`config.mk`:
```
export PLATFORM = sky130hd
export DESIGN_NAME = rtype_exec_unit
export DESIGN_NICKNAME = d
export VERILOG_FILES = /design/src/rtl/pr2_pkg.sv /design/src/rtl/rtype_regfile.sv /design/src/rtl/rtype_exec_unit.sv
export SDC_FILE = /design/constraint.sdc
export NUM_CORES = 2
export LEC_CHECK = 0
export CELL_PAD_IN_SITES_DETAIL_PLACEMENT = 1
export CELL_PAD_IN_SITES_GLOBAL_PLACEMENT = 2
export CORE_ASPECT_RATIO = 0.6
export CORE_MARGIN = 2
export CORE_UTILIZATION = 44
export DETAILED_ROUTE_END_ITERATION = 7
export PLACE_DENSITY = 0.95
export SLEW_MARGIN = 40
export SYNTH_ARGS = -nofsm -noshare
export SYNTH_HDL_FRONTEND = slang
export SYNTH_HIERARCHICAL = 1
export SYNTH_SLANG_ARGS = --single-unit
```
`constraint.sdc`:
```
create_clock -name clk -period 7.2 [get_ports clk]
set_input_delay 1.44 -clock clk [delete_from_list [all_inputs] [get_ports clk]]
set_output_delay 1.44 -clock clk [all_outputs]
set_load 0.02 [all_outputs]
```
`src/rtl/pr2_pkg.sv`:
```
// Shared definitions for the R-type execution unit: instruction layout, opcode/funct codes, FSM states.
package pr2_pkg;

  localparam int XLEN     = 32;
  localparam int REG_AW   = 5;
  localparam int NUM_REGS = 32;

  localparam logic [5:0] OP_RTYPE = 6'h00;

  localparam logic [5:0] FN_SLL  = 6'h00;
  localparam logic [5:0] FN_SRL  = 6'h02;
  localparam logic [5:0] FN_SRA  = 6'h03;
  localparam logic [5:0] FN_ADD  = 6'h20;
  localparam logic [5:0] FN_ADDU = 6'h21;
  localparam logic [5:0] FN_SUB  = 6'h22;
  localparam logic [5:0] FN_SUBU = 6'h23;
  localparam logic [5:0] FN_AND  = 6'h24;
  localparam logic [5:0] FN_OR   = 6'h25;
  localparam logic [5:0] FN_XOR  = 6'h26;
  localparam logic [5:0] FN_NOR  = 6'h27;
  localparam logic [5:0] FN_SLT  = 6'h2A;
  localparam logic [5:0] FN_SLTU = 6'h2B;

  typedef struct packed {
    logic [5:0] op;
    logic [4:0] rs;
    logic [4:0] rt;
    logic [4:0] rd;
    logic [4:0] shamt;
    logic [5:0] funct;
  } rinstr_t;

  typedef enum logic [1:0] {
    IDLE      = 2'd0,
    DECODE    = 2'd1,
    EXECUTE   = 2'd2,
    WRITEBACK = 2'd3
  } state_t;

endpackage

```
`src/rtl/rtype_regfile.sv`:
```
// 32x32 register file: two read ports, one write port, one debug read port; R0 reads zero.
// Reads are combinational; a write is visible on the cycle after it.
module rtype_regfile
  import pr2_pkg::*;
#(
  parameter bit CLR_ON_RST = 1'b1
) (
  input  logic              clk,
  input  logic              rst_n,
  input  logic              we,
  input  logic [REG_AW-1:0] waddr,
  input  logic [XLEN-1:0]   wdata,
  input  logic [REG_AW-1:0] raddr_a,
  output logic [XLEN-1:0]   rdata_a,
  input  logic [REG_AW-1:0] raddr_b,
  output logic [XLEN-1:0]   rdata_b,
  input  logic [REG_AW-1:0] dbg_addr,
  output logic [XLEN-1:0]   dbg_data
);

  logic [NUM_REGS-1:0][XLEN-1:0] regs_q;
  logic [NUM_REGS-1:0][XLEN-1:0] regs_d;

  always_comb begin
    regs_d = regs_q;
    if (we && (waddr != '0)) begin
      regs_d[waddr] = wdata;
    end
  end

  // Without clear-on-reset the contents simply survive the reset.
  always_ff @(posedge clk) begin
    if (!rst_n) begin
      if (CLR_ON_RST) begin
        regs_q <= '0;
      end
    end else begin
      regs_q <= regs_d;
    end
  end

  assign rdata_a  = (raddr_a  == '0) ? '0 : regs_q[raddr_a];
  assign rdata_b  = (raddr_b  == '0) ? '0 : regs_q[raddr_b];
  assign dbg_data = (dbg_addr == '0) ? '0 : regs_q[dbg_addr];

endmodule

```
`src/rtl/rtype_exec_unit.sv`:
```
// MIPS R-type execution unit: IDLE/DECODE/EXECUTE/WRITEBACK, accept-to-result_valid 3 cycles, one command per 4.
// instr_ready only in IDLE with no preload pending; a preload in IDLE wins over a command.
module rtype_exec_unit
  import pr2_pkg::*;
#(
  parameter bit REGFILE_CLR = 1'b1
) (
  input  logic        clk,
  input  logic        rst_n,
  input  logic        instr_valid,
  input  logic [31:0] instr,
  output logic        instr_ready,
  input  logic        ld_en,
  input  logic [4:0]  ld_addr,
  input  logic [31:0] ld_data,
  input  logic [4:0]  dbg_addr,
  output logic [31:0] dbg_data,
  output logic [31:0] result,
  output logic        result_valid,
  output logic [4:0]  result_rd,
  output logic        ovf,
  output logic        illegal
);

  state_t        state_q, state_d;
  rinstr_t       instr_q, instr_d;
  logic [31:0]   rs_val_q, rs_val_d;
  logic [31:0]   rt_val_q, rt_val_d;
  logic [31:0]   result_q, result_d;
  logic [4:0]    result_rd_q, result_rd_d;
  logic          ovf_q, ovf_d;
  logic          illegal_q, illegal_d;

  logic          rf_we;
  logic [4:0]    rf_waddr;
  logic [31:0]   rf_wdata;
  logic [31:0]   rf_rdata_a;
  logic [31:0]   rf_rdata_b;

  logic [31:0]   alu_sum;
  logic [31:0]   alu_diff;
  logic [31:0]   alu_res;
  logic          alu_ovf;
  logic          alu_illegal;

  rtype_regfile #(
    .CLR_ON_RST (REGFILE_CLR)
  ) u_regfile (
    .clk      (clk),
    .rst_n    (rst_n),
    .we       (rf_we),
    .waddr    (rf_waddr),
    .wdata    (rf_wdata),
    .raddr_a  (instr_q.rs),
    .rdata_a  (rf_rdata_a),
    .raddr_b  (instr_q.rt),
    .rdata_b  (rf_rdata_b),
    .dbg_addr (dbg_addr),
    .dbg_data (dbg_data)
  );

  assign alu_sum  = rs_val_q + rt_val_q;
  assign alu_diff = rs_val_q - rt_val_q;

  always_comb begin
    alu_res     = '0;
    alu_ovf     = 1'b0;
    alu_illegal = 1'b0;
    if (instr_q.op != OP_RTYPE) begin
      alu_illegal = 1'b1;
    end else begin
      case (instr_q.funct)
        FN_ADD: begin
          alu_res = alu_sum;
          alu_ovf = (rs_val_q[31] == rt_val_q[31]) && (alu_sum[31] != rs_val_q[31]);
        end
        FN_ADDU: alu_res = alu_sum;
        FN_SUB: begin
          alu_res = alu_diff;
          alu_ovf = (rs_val_q[31] != rt_val_q[31]) && (alu_diff[31] != rs_val_q[31]);
        end
        FN_SUBU: alu_res = alu_diff;
        FN_AND:  alu_res = rs_val_q & rt_val_q;
        FN_OR:   alu_res = rs_val_q | rt_val_q;
        FN_XOR:  alu_res = rs_val_q ^ rt_val_q;
        FN_NOR:  alu_res = ~(rs_val_q | rt_val_q);
        FN_SLT:  alu_res = {31'd0, $signed(rs_val_q) < $signed(rt_val_q)};
        FN_SLTU: alu_res = {31'd0, rs_val_q < rt_val_q};
        FN_SLL:  alu_res = rt_val_q << instr_q.shamt;
        FN_SRL:  alu_res = rt_val_q >> instr_q.shamt;
        FN_SRA:  alu_res = $signed(rt_val_q) >>> instr_q.shamt;
        default: alu_illegal = 1'b1;
      endcase
    end
  end

  always_comb begin
    state_d     = state_q;
    instr_d     = instr_q;
    rs_val_d    = rs_val_q;
    rt_val_d    = rt_val_q;
    result_d    = result_q;
    result_rd_d = result_rd_q;
    ovf_d       = ovf_q;
    illegal_d   = illegal_q;
    instr_ready = 1'b0;
    rf_we       = 1'b0;
    rf_waddr    = ld_addr;
    rf_wdata    = ld_data;
    case (state_q)
      IDLE: begin
        instr_ready = !ld_en;
        if (ld_en) begin
          rf_we = 1'b1;
        end else if (instr_valid) begin
          instr_d = rinstr_t'(instr);
          state_d = DECODE;
        end
      end
      DECODE: begin
        rs_val_d = rf_rdata_a;
        rt_val_d = rf_rdata_b;
        state_d  = EXECUTE;
      end
      EXECUTE: begin
        result_d    = alu_res;
        result_rd_d = instr_q.rd;
        ovf_d       = alu_ovf;
        illegal_d   = alu_illegal;
        state_d     = WRITEBACK;
      end
      WRITEBACK: begin
        // The write lands on the edge back to IDLE, so the next DECODE sees it.
        rf_we    = !illegal_q;
        rf_waddr = result_rd_q;
        rf_wdata = result_q;
        state_d  = IDLE;
      end
      default: state_d = IDLE;
    endcase
  end

  always_ff @(posedge clk) begin
    if (!rst_n) begin
      state_q     <= IDLE;
      result_q    <= '0;
      result_rd_q <= '0;
      ovf_q       <= 1'b0;
      illegal_q   <= 1'b0;
    end else begin
      state_q     <= state_d;
      result_q    <= result_d;
      result_rd_q <= result_rd_d;
      ovf_q       <= ovf_d;
      illegal_q   <= illegal_d;
    end
  end

  always_ff @(posedge clk) begin
    instr_q  <= instr_d;
    rs_val_q <= rs_val_d;
    rt_val_q <= rt_val_d;
  end

  assign result       = result_q;
  assign result_rd    = result_rd_q;
  assign ovf          = ovf_q;
  assign illegal      = illegal_q;
  assign result_valid = (state_q == WRITEBACK);

endmodule

```
# Word level (Yosys, flattened, before mapping)
# Cells that the tools add are included.
dict set report op_classes {
  eq_ne 21
  n_shift 3
  muxes 24
  order_cmp 7
  addsub 2
  reduce_logical 18
  n_bitwise 5
}
# op n
set ops {}
lappend ops {{bitwise mux 1024 bit} 1}
lappend ops {{binary-select mux 32 bit (select 5 bit)} 3}
lappend ops {{one-hot mux 32 bit (11 select lines)} 1}
lappend ops {{two-way mux 32 bit} 7}
lappend ops {{demux 32 bit (select 5 bit)} 1}
lappend ops {{less-than comparator 32 bit} 2}
lappend ops {{equality test 6 bit (second input constant)} 10}
lappend ops {{adder 32 bit} 1}
lappend ops {{bitwise AND 32 bit} 1}
lappend ops {{inverter 32 bit} 1}
lappend ops {{bitwise OR 32 bit} 1}
lappend ops {{<< shifter 32 x 5 -> 32 bit} 1}
lappend ops {{>> shifter 32 x 5 -> 32 bit} 1}
lappend ops {{>>> shifter 32 x 5 -> 32 bit} 1}
lappend ops {{subtractor 32 bit} 1}
lappend ops {{bitwise XOR 32 bit} 1}
lappend ops {{less-than comparator 5 x 6 -> 1 bit (second input constant)} 4}
lappend ops {{zero test 5 bit} 3}
lappend ops {{OR reduction 13 bit} 1}
lappend ops {{equality test 6 x 2 -> 1 bit (second input constant)} 2}
lappend ops {{one-hot mux 2 bit (4 select lines)} 1}
lappend ops {{zero test 6 bit} 1}
lappend ops {{nonzero test 6 bit} 1}
lappend ops {{>= comparator 5 x 1 -> 1 bit (second input constant)} 1}
lappend ops {{other kinds (17)} 32}
dict set report word_totals {
  elab_cells 125
  regBits 1161
}

# Depth between registers and ports, before layout
dict set report depth {
  word_depth 7
  mapped_depth 13
}

# Cells and area by module
# The synthesis kept the hierarchy.
# mod cells_per_inst area_per_inst_um2 instances seq_area_each_um2
set by_module_without_submodules {}
lappend by_module_without_submodules {rtype_regfile 6740 62891.6 1 20499.7}
lappend by_module_without_submodules {rtype_exec_unit 1698 14465.1 1 3703.6}

# Worst setup path before layout
# OpenSTA, ideal clock, no wires.
dict set report synth_path {
  path_type {input -> output}
  from {in dbg_addr[1]}
  to {out dbg_data[0]}
  slack_ps 2513
  t_required_ps 5760
  stages 9
  t_arrival_ps 3247
  n_path_buf 5
  path_cell_list {buf_6 > buf_6 > buf_4 > and2_1 > clkbuf_1 > clkbuf_1 > a22oi_1 > a21oi_1 > nor4_1}
}
dict set report synth_via {
  elab_chain_cells 3
  elab_cells_between_ends 4
  cone_classes {mux: 3; reduce/logical: 1}
}
# element line
set synth_rtl {}
lappend synth_rtl {{start, declared} rtype_exec_unit.sv:16} ;# input logic [4:0] dbg_addr,
lappend synth_rtl {{binary-select mux 32 bit (select 5 bit)} rtype_regfile.sv:44} ;# assign dbg_data = (dbg_addr == '0) ? '0 : regs_q[dbg_addr];
lappend synth_rtl {{two-way mux 32 bit (not written as such)} rtype_regfile.sv:44}
lappend synth_rtl {{two-way mux 32 bit *} rtype_regfile.sv:44}
lappend synth_rtl {{end, declared} rtype_exec_unit.sv:17} ;# output logic [31:0] dbg_data,
# Mark *: on every way between the ends. The rest lies on a longest branch, timed or not. The select of a mux whose other input is x is not followed.

# Worst setup path after layout
dict set report layout_path {
  from {in dbg_addr[1]}
  to {out dbg_data[4]}
}
# Same word-level chain as after synthesis.

==> out/metrics.cfg <==
[timing]
final_hold_viol_count=0
slew_violations=0
setup_violations=0
clock_skew_ns=0.03090
maxSlewHeadroom_pct=31.07
tns_ns=0
max_freq_mhz=162.5
period_needed_ns=6.152
worst_slew_pin_slew_ns=1.032
fin_crit_sh_pct=85.45
grt_setup_unrepaired=no

[detailed_routing]
wl_per_cell_um=34.92
first_iter_violations=11407
drc=0
wirelength_mm=367.6
vias=74964
viasPerCell=7.121
antenna_left=0
firstDrtPassIters=7

[cts]
cts_hold_buf=0
cts.sinks=1161
post_cts_resized=0
cts_made_buffers=115
root_buffer=clkbuf_16
clk_latency_ns=0.78
clkTransAtPathRegs_ns=0.06
cts_setup_buffers=0
clockBufferDepth=3
h-tree-depth=3
cts_tree=built

[placed_design]
placed_area_um2=80300
numPortBuffers=150
finalWeightedCongestion=1.003
dp_hpwl_mm=242.9

[floorplanning]
dieArea_um2=179300
start_util_pct=44.18
die_w_um=545.3
die_height_um=328.8
num_rows=119
core_area_um2=175100
ioPinCount=151

[power_and_ir_drop]
p_int_mw=12.56
sequentialPowerShare_pct=35.2
switching_share_pct=39.13
p_comb_share_pct=32.7
switchingPower_mw=8.075
cellLeakagePower_nw=28.45
pwr-share-clk_pct=32.0
power_density_nw_per_um2=244.3
ir_drop_v=0.0002119

[synth]
yosysSeqAreaShare_pct=31.29
ys_ff_latch=1161
ys_warn_count=6
synth.distinct_cells=104
syn_area_per_cell_um2=9.168
ys_top_cells_by_area=dfxtp_1, mux4_2, nand2_1
synth_top_family_by_area=multiplexers
synth_cells=8438
yosysTopAreaCellShare_pct=27.56
ys.flop_type=dfxtp_1
synthMuxAreaShare_pct=26.21
synth_nets=8625
synth_compound_area_share_pct=19.52
synth_fa_ha_area_share_pct=1.782
synth-xor-area-share_pct=0.2491
synthArstFlopShare_pct=0
synthSimpleGateAreaFrac_pct=15.18
yosysTopAreaCell=dfxtp_1
synth_edf_count=96
netlist_area_um2=77360

[worst_setup_path]
crit_start=dbg_addr[1]
required_ns=5.76
crit_type=input port to output pin
cp-end-kind=output pin
cp-start-kind=input port
reg2reg_from=rt_val_q[16]$_DFFE_PN_
cp.arrival_ns=4.71
cp_max_fo=27

[global_route]
grt_max_degree=137
gr-total-overflow=0
groute.usage.overall_pct=39.52
grt_pass1_wl_mm=523.9
grt_antenna_before_repair=10
grt_pass1_vias=73991

[layout]
area_growth_syn_to_layout_pct=9.221
drive_gt1_share_pct=16.02
nets=8249
stdcell_area_um2=84490
mostFrequentLayoutCell=nand2_1
layout_common_cells=nand2_1, dfxtp_1, a21boi_0

[outcome]
status=finished clean

[hold_path]
hold_path.startpoint=result[22]$_SDFFE_PN0P_
min_path_type=register to register

[job]
drv_cap=0

Yosys cell counts (39+ instances only):
cell / instances
nand2_1: 2184
dfxtp_1: 1065
a21boi_0: 916
mux4_2: 605
mux2i_1: 533
clkbuf_1: 532
a21oi_1: 238
a22oi_1: 192
o21ai_0: 168
buf_2: 163
nor2_1: 161
nor2b_1: 121
a211oi_1: 117
mux2_2: 117
ha_1: 107
inv_1: 106
edfxtp_1: 96
a21boi_1: 81
and2_1: 68
o22ai_1: 64
buf_4: 62
nor3_1: 60
buf_1: 57
nor4_1: 57
a22o_1: 46
nand3_1: 46
buf_6: 39
state kept, by name (all words and copies together) (netlist names):
register and cells:
illegal 1, rs_val_q 32, ovf 1, state_q 2, result_rd 5, u_regfile/regs_q 1024
result 32, rt_val_q 32, instr_q 32
power by group through the flow:
stage	Clock, mW	Sequential (mW)	Combinational (mW)
detailed placement	0	7.37	6.35
finish	6.61	7.27	6.75
floorplan	0	7.16	4.04
global route	6.88	7.27	6.94
global placement	0	7.36	6.19
CTS	6.62	7.23	6.39
critical path: stages:
cell	delay (ns)
buf_8	0.28
buf_4	0.55
nor2b_4	0.73
buf_4	0.50
a22oi_1	0.15
a21oi_1	0.20
nor4_1	0.13
clkdlybuf4s50_1	0.61
routing by layer:
layer  vias to the layer above  share of wire [%]  global-route usage (%)  wire length (µm)
met5                         -             0.0073                       0                27
met4                         4                6.0                   20.75             22220
met3                      1230                 15                   14.47             55120
met2                      5940                 40                   54.35            146400
met1                     38053                 39                   53.77            143800
li1                      29737                  -                       -                 -
area by class of cell:
class                           instances  area, µm²
Tap cell                             2359       2952
Timing Repair Buffer                  370       3671
Sequential cell                      1161      24200
Fill cell                           19792      90610
Multi-Input combinational cell       6303      49250
Clock buffer                          158       3336
Clock inverter                         57      636.9
Inverter                              111      416.7
Antenna cell                            8      20.02
stage by stage:
step / util, % / setup WS (ns) / power [mW] / hold WS (ns) / std cells
detailed placement: 45.86 / 1.150 / 13.72 / 0.4728 / 10300
floorplan: - / 2.513 / 11.20 / 0.4519 / 8438
CTS: 48.13 / 1.136 / 20.24 / 0.4822 / 10515
finish: 48.25 / 1.048 / 20.64 / 0.4758 / 10527
global route: 48.24 / 1.031 / 21.09 / 0.5173 / 10520
global placement: 45.63 / 1.141 / 13.55 / 0.4525 / 10288
logic make-up after synthesis:
logic type      after synthesis
simple gates               2811
fa+ha+maj                   109
mux                        1255
compound gates             2106
buf+inv                     974
xor+xnor                     22
flops                      1161
worst paths after layout:
check                                 end  slack [ns]  cells after the start
setup reg to reg  result[27]$_SDFFE_PN0P_        2.34                     11
hold / removal    result[22]$_SDFFE_PN0P_        0.48                      2
setup / recovery              dbg_data[4]        1.05                      8
hold reg to reg   result[22]$_SDFFE_PN0P_        0.48                      2
No activity file was read; power rests on OpenSTA's default activity.
